--- src/rtl/iceboard_uart_rx.sv ---
// rtl/iceboard_uart_rx.sv - 8N1 UART receiver with mid-bit sampling and FWFT byte FIFO
module iceboard_uart_rx #(
    parameter int CLKS_PER_BIT = 434,
    parameter int FIFO_DEPTH   = 16,
    parameter int SYNC_STAGES  = 2
) (
    input  logic                          clk,
    input  logic                          reset,
    input  logic                          rx,
    output logic                          rx_receive,
    output logic [7:0]                    data,
    output logic                          valid,
    input  logic                          ready,
    output logic                          frame_error,
    output logic                          overrun,
    output logic [$clog2(FIFO_DEPTH):0]   fifo_level
);

    localparam int CNT_W = $clog2(CLKS_PER_BIT);
    localparam int PTR_W = $clog2(FIFO_DEPTH);
    localparam int LVL_W = PTR_W + 1;
    localparam logic [CNT_W-1:0] HALF_M1 = CNT_W'(CLKS_PER_BIT / 2 - 1);
    localparam logic [CNT_W-1:0] FULL_M1 = CNT_W'(CLKS_PER_BIT - 1);

    localparam logic [2:0] S_IDLE      = 3'd0;
    localparam logic [2:0] S_START     = 3'd1;
    localparam logic [2:0] S_DATA      = 3'd2;
    localparam logic [2:0] S_STOP      = 3'd3;
    localparam logic [2:0] S_WAIT_IDLE = 3'd4;

    logic [SYNC_STAGES-1:0] sync_q;
    logic                   rx_s;
    logic [2:0]             state_q, state_d;
    logic [CNT_W-1:0]       cnt_q, cnt_d;
    logic [2:0]             bit_q, bit_d;
    logic [7:0]             shift_q, shift_d;
    logic                   push_q, push_d;
    logic                   ferr_q, ferr_d;
    logic                   ovr_q;

    logic [7:0]             mem_q [FIFO_DEPTH];
    logic [PTR_W-1:0]       wr_ptr_q, rd_ptr_q;
    logic [LVL_W-1:0]       level_q;
    logic                   full, pop, accept;

    assign rx_s = sync_q[SYNC_STAGES-1];

    always_ff @(posedge clk) begin
        if (reset) begin
            sync_q <= '1;
        end else begin
            sync_q <= {sync_q[SYNC_STAGES-2:0], rx};
        end
    end

    always_comb begin
        state_d = state_q;
        cnt_d   = cnt_q;
        bit_d   = bit_q;
        shift_d = shift_q;
        push_d  = 1'b0;
        ferr_d  = 1'b0;
        case (state_q)
            S_IDLE: begin
                if (!rx_s) begin
                    state_d = S_START;
                    cnt_d   = '0;
                end
            end
            S_START: begin
                // Restarting the counter at mid start bit puts every later sample mid-bit.
                if (cnt_q == HALF_M1) begin
                    cnt_d   = '0;
                    bit_d   = '0;
                    state_d = rx_s ? S_IDLE : S_DATA;
                end else begin
                    cnt_d = cnt_q + CNT_W'(1);
                end
            end
            S_DATA: begin
                if (cnt_q == FULL_M1) begin
                    cnt_d   = '0;
                    shift_d = {rx_s, shift_q[7:1]};
                    if (bit_q == 3'd7) begin
                        state_d = S_STOP;
                    end else begin
                        bit_d = bit_q + 3'd1;
                    end
                end else begin
                    cnt_d = cnt_q + CNT_W'(1);
                end
            end
            S_STOP: begin
                if (cnt_q == FULL_M1) begin
                    cnt_d = '0;
                    if (rx_s) begin
                        push_d  = 1'b1;
                        state_d = S_IDLE;
                    end else begin
                        ferr_d  = 1'b1;
                        state_d = S_WAIT_IDLE;
                    end
                end else begin
                    cnt_d = cnt_q + CNT_W'(1);
                end
            end
            S_WAIT_IDLE: begin
                if (rx_s) begin
                    state_d = S_IDLE;
                end
            end
            default: state_d = S_IDLE;
        endcase
    end

    always_ff @(posedge clk) begin
        if (reset) begin
            state_q <= S_IDLE;
            cnt_q   <= '0;
            bit_q   <= '0;
            shift_q <= '0;
            push_q  <= 1'b0;
            ferr_q  <= 1'b0;
        end else begin
            state_q <= state_d;
            cnt_q   <= cnt_d;
            bit_q   <= bit_d;
            shift_q <= shift_d;
            push_q  <= push_d;
            ferr_q  <= ferr_d;
        end
    end

    assign full   = (level_q == LVL_W'(FIFO_DEPTH));
    assign pop    = valid && ready;
    assign accept = push_q && (!full || pop);

    // shift_q holds the finished byte until the next frame's first data sample.
    always_ff @(posedge clk) begin
        if (accept) begin
            mem_q[wr_ptr_q] <= shift_q;
        end
    end

    always_ff @(posedge clk) begin
        if (reset) begin
            wr_ptr_q <= '0;
            rd_ptr_q <= '0;
            level_q  <= '0;
            ovr_q    <= 1'b0;
        end else begin
            wr_ptr_q <= wr_ptr_q + PTR_W'(accept);
            rd_ptr_q <= rd_ptr_q + PTR_W'(pop);
            level_q  <= level_q + LVL_W'(accept) - LVL_W'(pop);
            ovr_q    <= push_q && full && !pop;
        end
    end

    assign valid       = (level_q != '0);
    assign data        = valid ? mem_q[rd_ptr_q] : 8'h00;
    assign fifo_level  = level_q;
    assign frame_error = ferr_q;
    assign overrun     = ovr_q;
    assign rx_receive  = (state_q == S_START) || (state_q == S_DATA) || (state_q == S_STOP);

endmodule

--- config.mk ---
export PLATFORM = sky130hd
export DESIGN_NAME = iceboard_uart_rx
export DESIGN_NICKNAME = d
export VERILOG_FILES = /design/src/rtl/iceboard_uart_rx.sv
export SDC_FILE = /design/constraint.sdc
export NUM_CORES = 1
export LEC_CHECK = 0
export CELL_PAD_IN_SITES_DETAIL_PLACEMENT = 0
export CELL_PAD_IN_SITES_GLOBAL_PLACEMENT = 1
export CORE_MARGIN = 10
export CORE_UTILIZATION = 52
export CTS_CLUSTER_DIAMETER = 100
export CTS_CLUSTER_SIZE = 12
export DETAILED_ROUTE_END_ITERATION = 10
export HOLD_SLACK_MARGIN = 0.06
export PLACE_DENSITY = 0.83
export SYNTH_ARGS = -nofsm -noshare
export SYNTH_HDL_FRONTEND = slang
export SYNTH_SLANG_ARGS = --single-unit
export TNS_END_PERCENT = 1
--- constraint.sdc ---
create_clock -name clk -period 2.9 [get_ports clk]
set_clock_uncertainty 0.15 [all_clocks]
set_input_delay 0.87 -clock clk [delete_from_list [all_inputs] [get_ports clk]]
set_output_delay 0.87 -clock clk [all_outputs]
set_load 0.02 [all_outputs]
==> out/qor.yml <==
status:
  outcome: "complete, but fails checks"
  failed_checks: "negative setup slack"
worst_setup_path:
  crit_slowest_cell: "mux4_2"
  cp_num_buf_inv: 3
  path_cells: "buf_12, buf_12, mux4_2, mux2i_2, o22ai_1, buf_4"
  slowest_delay_ns: 0.49
  worst-setup-path-type: "reg -> out"
  crit_arrival_ns: 2.05
  critPathTopFamily: "multiplexers"
  reg2reg_slack_ns: 0.31
  critPathLaunchType: "flop"
  cp-end-kind: "output pin"
  worstPathRequired_ns: 1.88
  cp_max_fo: 6
  crit_path_frequent_cell: "buf_12"
sta:
  setup_viol: 8
  final_hold_viol_count: 0
  worst_slew_pin_slew_ns: 0.679
  min_period_over_period_pct: 106
  fin_crit_ns: 3.07
  slew-limit-headroom_pct: 54.7
  slew_violations: 0
  rsz0062_at_grt: "true"
  max_freq_ghz: 0.325
  fin_ws_ns: -0.174
cells_and_area:
  final_nets: 520
  regArea_mm2: 0.00467
  fin_area_mm2: 0.00827
  syn_to_final_growth_pct: 19.8
  multi_input_area_mm2: 0.00212
  fillers: 983
  drive_gt1_share_pct: 25.9
  diodes: 0
floorplan:
  dieWidth_um: 135
  num_io_pins: 21
  die-area_mm2: 0.0183
  core_mm2: 0.0131
  start_util_pct: 52.5
  fp-row-count: 42
  die_h_um: 135
grt:
  grt-ovfl-total: 0
  grt.total_usage_pct: 15.3
  first_global_vias: 3941
  grt_pass1_wl_um: 21300
  grt_max_degree: 26
  antenna_found_initial: 0
route:
  drtIter0Drc: 325
  vias_per_cell: 5.56
  drt_wl_total_um: 13100
  firstDrtPassIters: 5
  drtAntennaViolNets: 0
  wl_per_cell_um: 19.0
  drc: 0
  vias: 3834
cts:
  cts.clk_slew.worst_paths_ns: 0.06
  cts_sinks: 169
  root_buffer: "clkbuf_16"
  clk_latency_ns: 0.42
  clockBufferDepth: 2
  tritoncts: "built"
  cts_buffers: 17
  cts-htree-levels: 4
  holdBufCountCts: 0
logic_synthesis:
  synth.area.top_cells: "edfxtp_1 56%, dfxtp_1 12%, mux4_2 10%"
  synth_nets: 457
  syn_avg_cell_area_um2: 15.8
  synth_seq_cells: 169
  yosysSeqAreaShare_pct: 67.6
  synth.distinct_cells: 43
  yosysTopAreaCell: "edfxtp_1"
  netlist_area_mm2: 0.00690
  yosysWarnings: 0
  syn_inst: 437
  netlist.area_leader.share_pct: 55.7
placement:
  placedInstanceArea_mm2: 0.00760
  portBuffers: 20
  gp_congestion: 0.774
  place.detailed.hpwl_um: 8450
power:
  power_mw: 6.65
  power_density_mw_per_mm2: 805
  power.leakage_nw: 2.83
  peakVddDrop_uv: 536
flow_run:
  cap_violations: 0
worst_hold_path:
  min_path_type: "reg -> reg"
-- per-layer routing --
| layer | GRT usage, % | share of wire [%] | vias to the layer above |
|---|---|---|---|
| met5 | 0 | 0 | - |
| met4 | 6.46 | 1.7 | 0 |
| met3 | 3.71 | 5.3 | 15 |
| met2 | 23.8 | 48 | 110 |
| met1 | 20.1 | 45 | 1911 |
| li1 | - | - | 1798 |
-- sequential cells by signal, indices dropped and copies added (netlist names) --
signal	count
bit_q	3
cnt_q	9
fifo_level	5
frame_error	1
mem_q	128
overrun	1
push_q	1
rd_ptr_q	4
shift_q	8
state_q	3
sync_q	2
wr_ptr_q	4
-- worst register-to-register path, stage by stage, from the launching register on --
cell     delay (ns)
dfxtp_1        0.31
inv_1          0.07
ha_1           0.17
nand2_1        0.06
nor2_1         0.16
nor2b_1        0.09
ha_1           0.28
inv_1          0.04
ha_1           0.18
inv_1          0.08
fa_2           0.21
inv_1          0.04
a21oi_1        0.13
nor2_1         0.07
or3_1          0.34
a21oi_1        0.14
-- cells by family after synthesis --
group	count (synthesis)	share of synthesized area, %
DFF	169	67.6
and+or+nand+nor	117	8.91
muxes	49	12.9
AOI/OAI and AO/OA	37	3.68
buffers and inverters	34	1.96
adders and majority gates	16	3.01
xor gates and xnor gates	15	1.90
-- where the power goes --
part / internal, mW / leakage (nW) / switching (mW)
combinational: 0.980 / 1.05 / 0.876
sequential: 2.64 / 1.52 / 0.0752
clock: 1.24 / 0.269 / 0.844
-- final cells by class --
class	count	share of cell area, %
clock inverter	8	0.878
sequential	169	56.5
timing repair buffer	66	7.96
inverter	12	0.545
clock buffer	24	5.83
multi-input combinational	234	25.6
tap	176	2.66
-- cell usage after synthesis, drive strengths merged --
cell    count
o41ai       1
nor3b       2
a211oi      1
xnor2       7
nand3      13
mux2i      17
inv        12
and3        4
or4b        1
o21bai      1
fa          1
nand3b      2
nor2       36
nor4b       2
mux4       32
ha         15
or3         3
a21oi      14
nor2b      11
o311a       1
nand4b      2
nor3        6
xor2        8
o2bb2a      1
nor4        3
nand4       3
edfxtp    128
a31o        3
clkbuf     15
nand2b      5
a21o        2
o21ai       2
o31ai       1
o22ai      10
nand2      19
buf         7
dfxtp      41
or3b        2
or2         3
-- final timing paths --
check	start	endpoint	cells after the start
max	rd_ptr_q[0]$_SDFF_PP0_	data[4]	6
min	sync_q[0]$_SDFF_PP1_	sync_q[1]$_SDFF_PP1_	1
max reg2reg	fifo_level[2]$_SDFF_PP0_	fifo_level[4]$_SDFF_PP0_	15
min reg2reg	sync_q[0]$_SDFF_PP1_	sync_q[1]$_SDFF_PP1_	1
-- through the flow --
stage	hold WS, ns	setup slack [ns]	setup TNS (ns)	utilization, %	instances
finish	0.261	-0.174	-1.21	62.9	689
global route	0.276	-0.253	-1.93	62.9	689
CTS	0.261	-0.224	-1.55	62.5	686
detailed placement	0.249	-0.423	-1.76	57.8	649
global placement	0.243	-0.323	-1.01	57.8	649
floorplan	0.239	0.204	0	-	437
-- cells in the final DEF, fill, tap and decap left out, types with 3 or more instances in the layout --
cell               n
nor2_1            36
mux2i_2            3
nand2b_1           5
nand3_1           13
dfxtp_1           38
buf_4             38
xor2_1             8
or2_2              3
a31o_2             3
nor2b_1           11
xnor2_1            7
and3_1             4
inv_1             12
edfxtp_1         128
or3_1              3
nand4_1            3
a21oi_1           14
o22ai_1           10
mux2i_1           14
nor3_1             4
ha_1              15
buf_2              6
clkbuf_16         18
buf_12             9
mux4_2            32
nand2_1           19
clkbuf_8           3
clkbuf_1           4
clkdlybuf4s50_1   11
-- what timing repair did --
item                       in CTS  in global routing
setup endpoints to repair       9                 11
gates cloned                    1                  1
setup buffers                   4                  2
gates resized for setup        35                  8
pin swaps                       0                  1
Note: power is estimated with default switching activity, not from simulation.
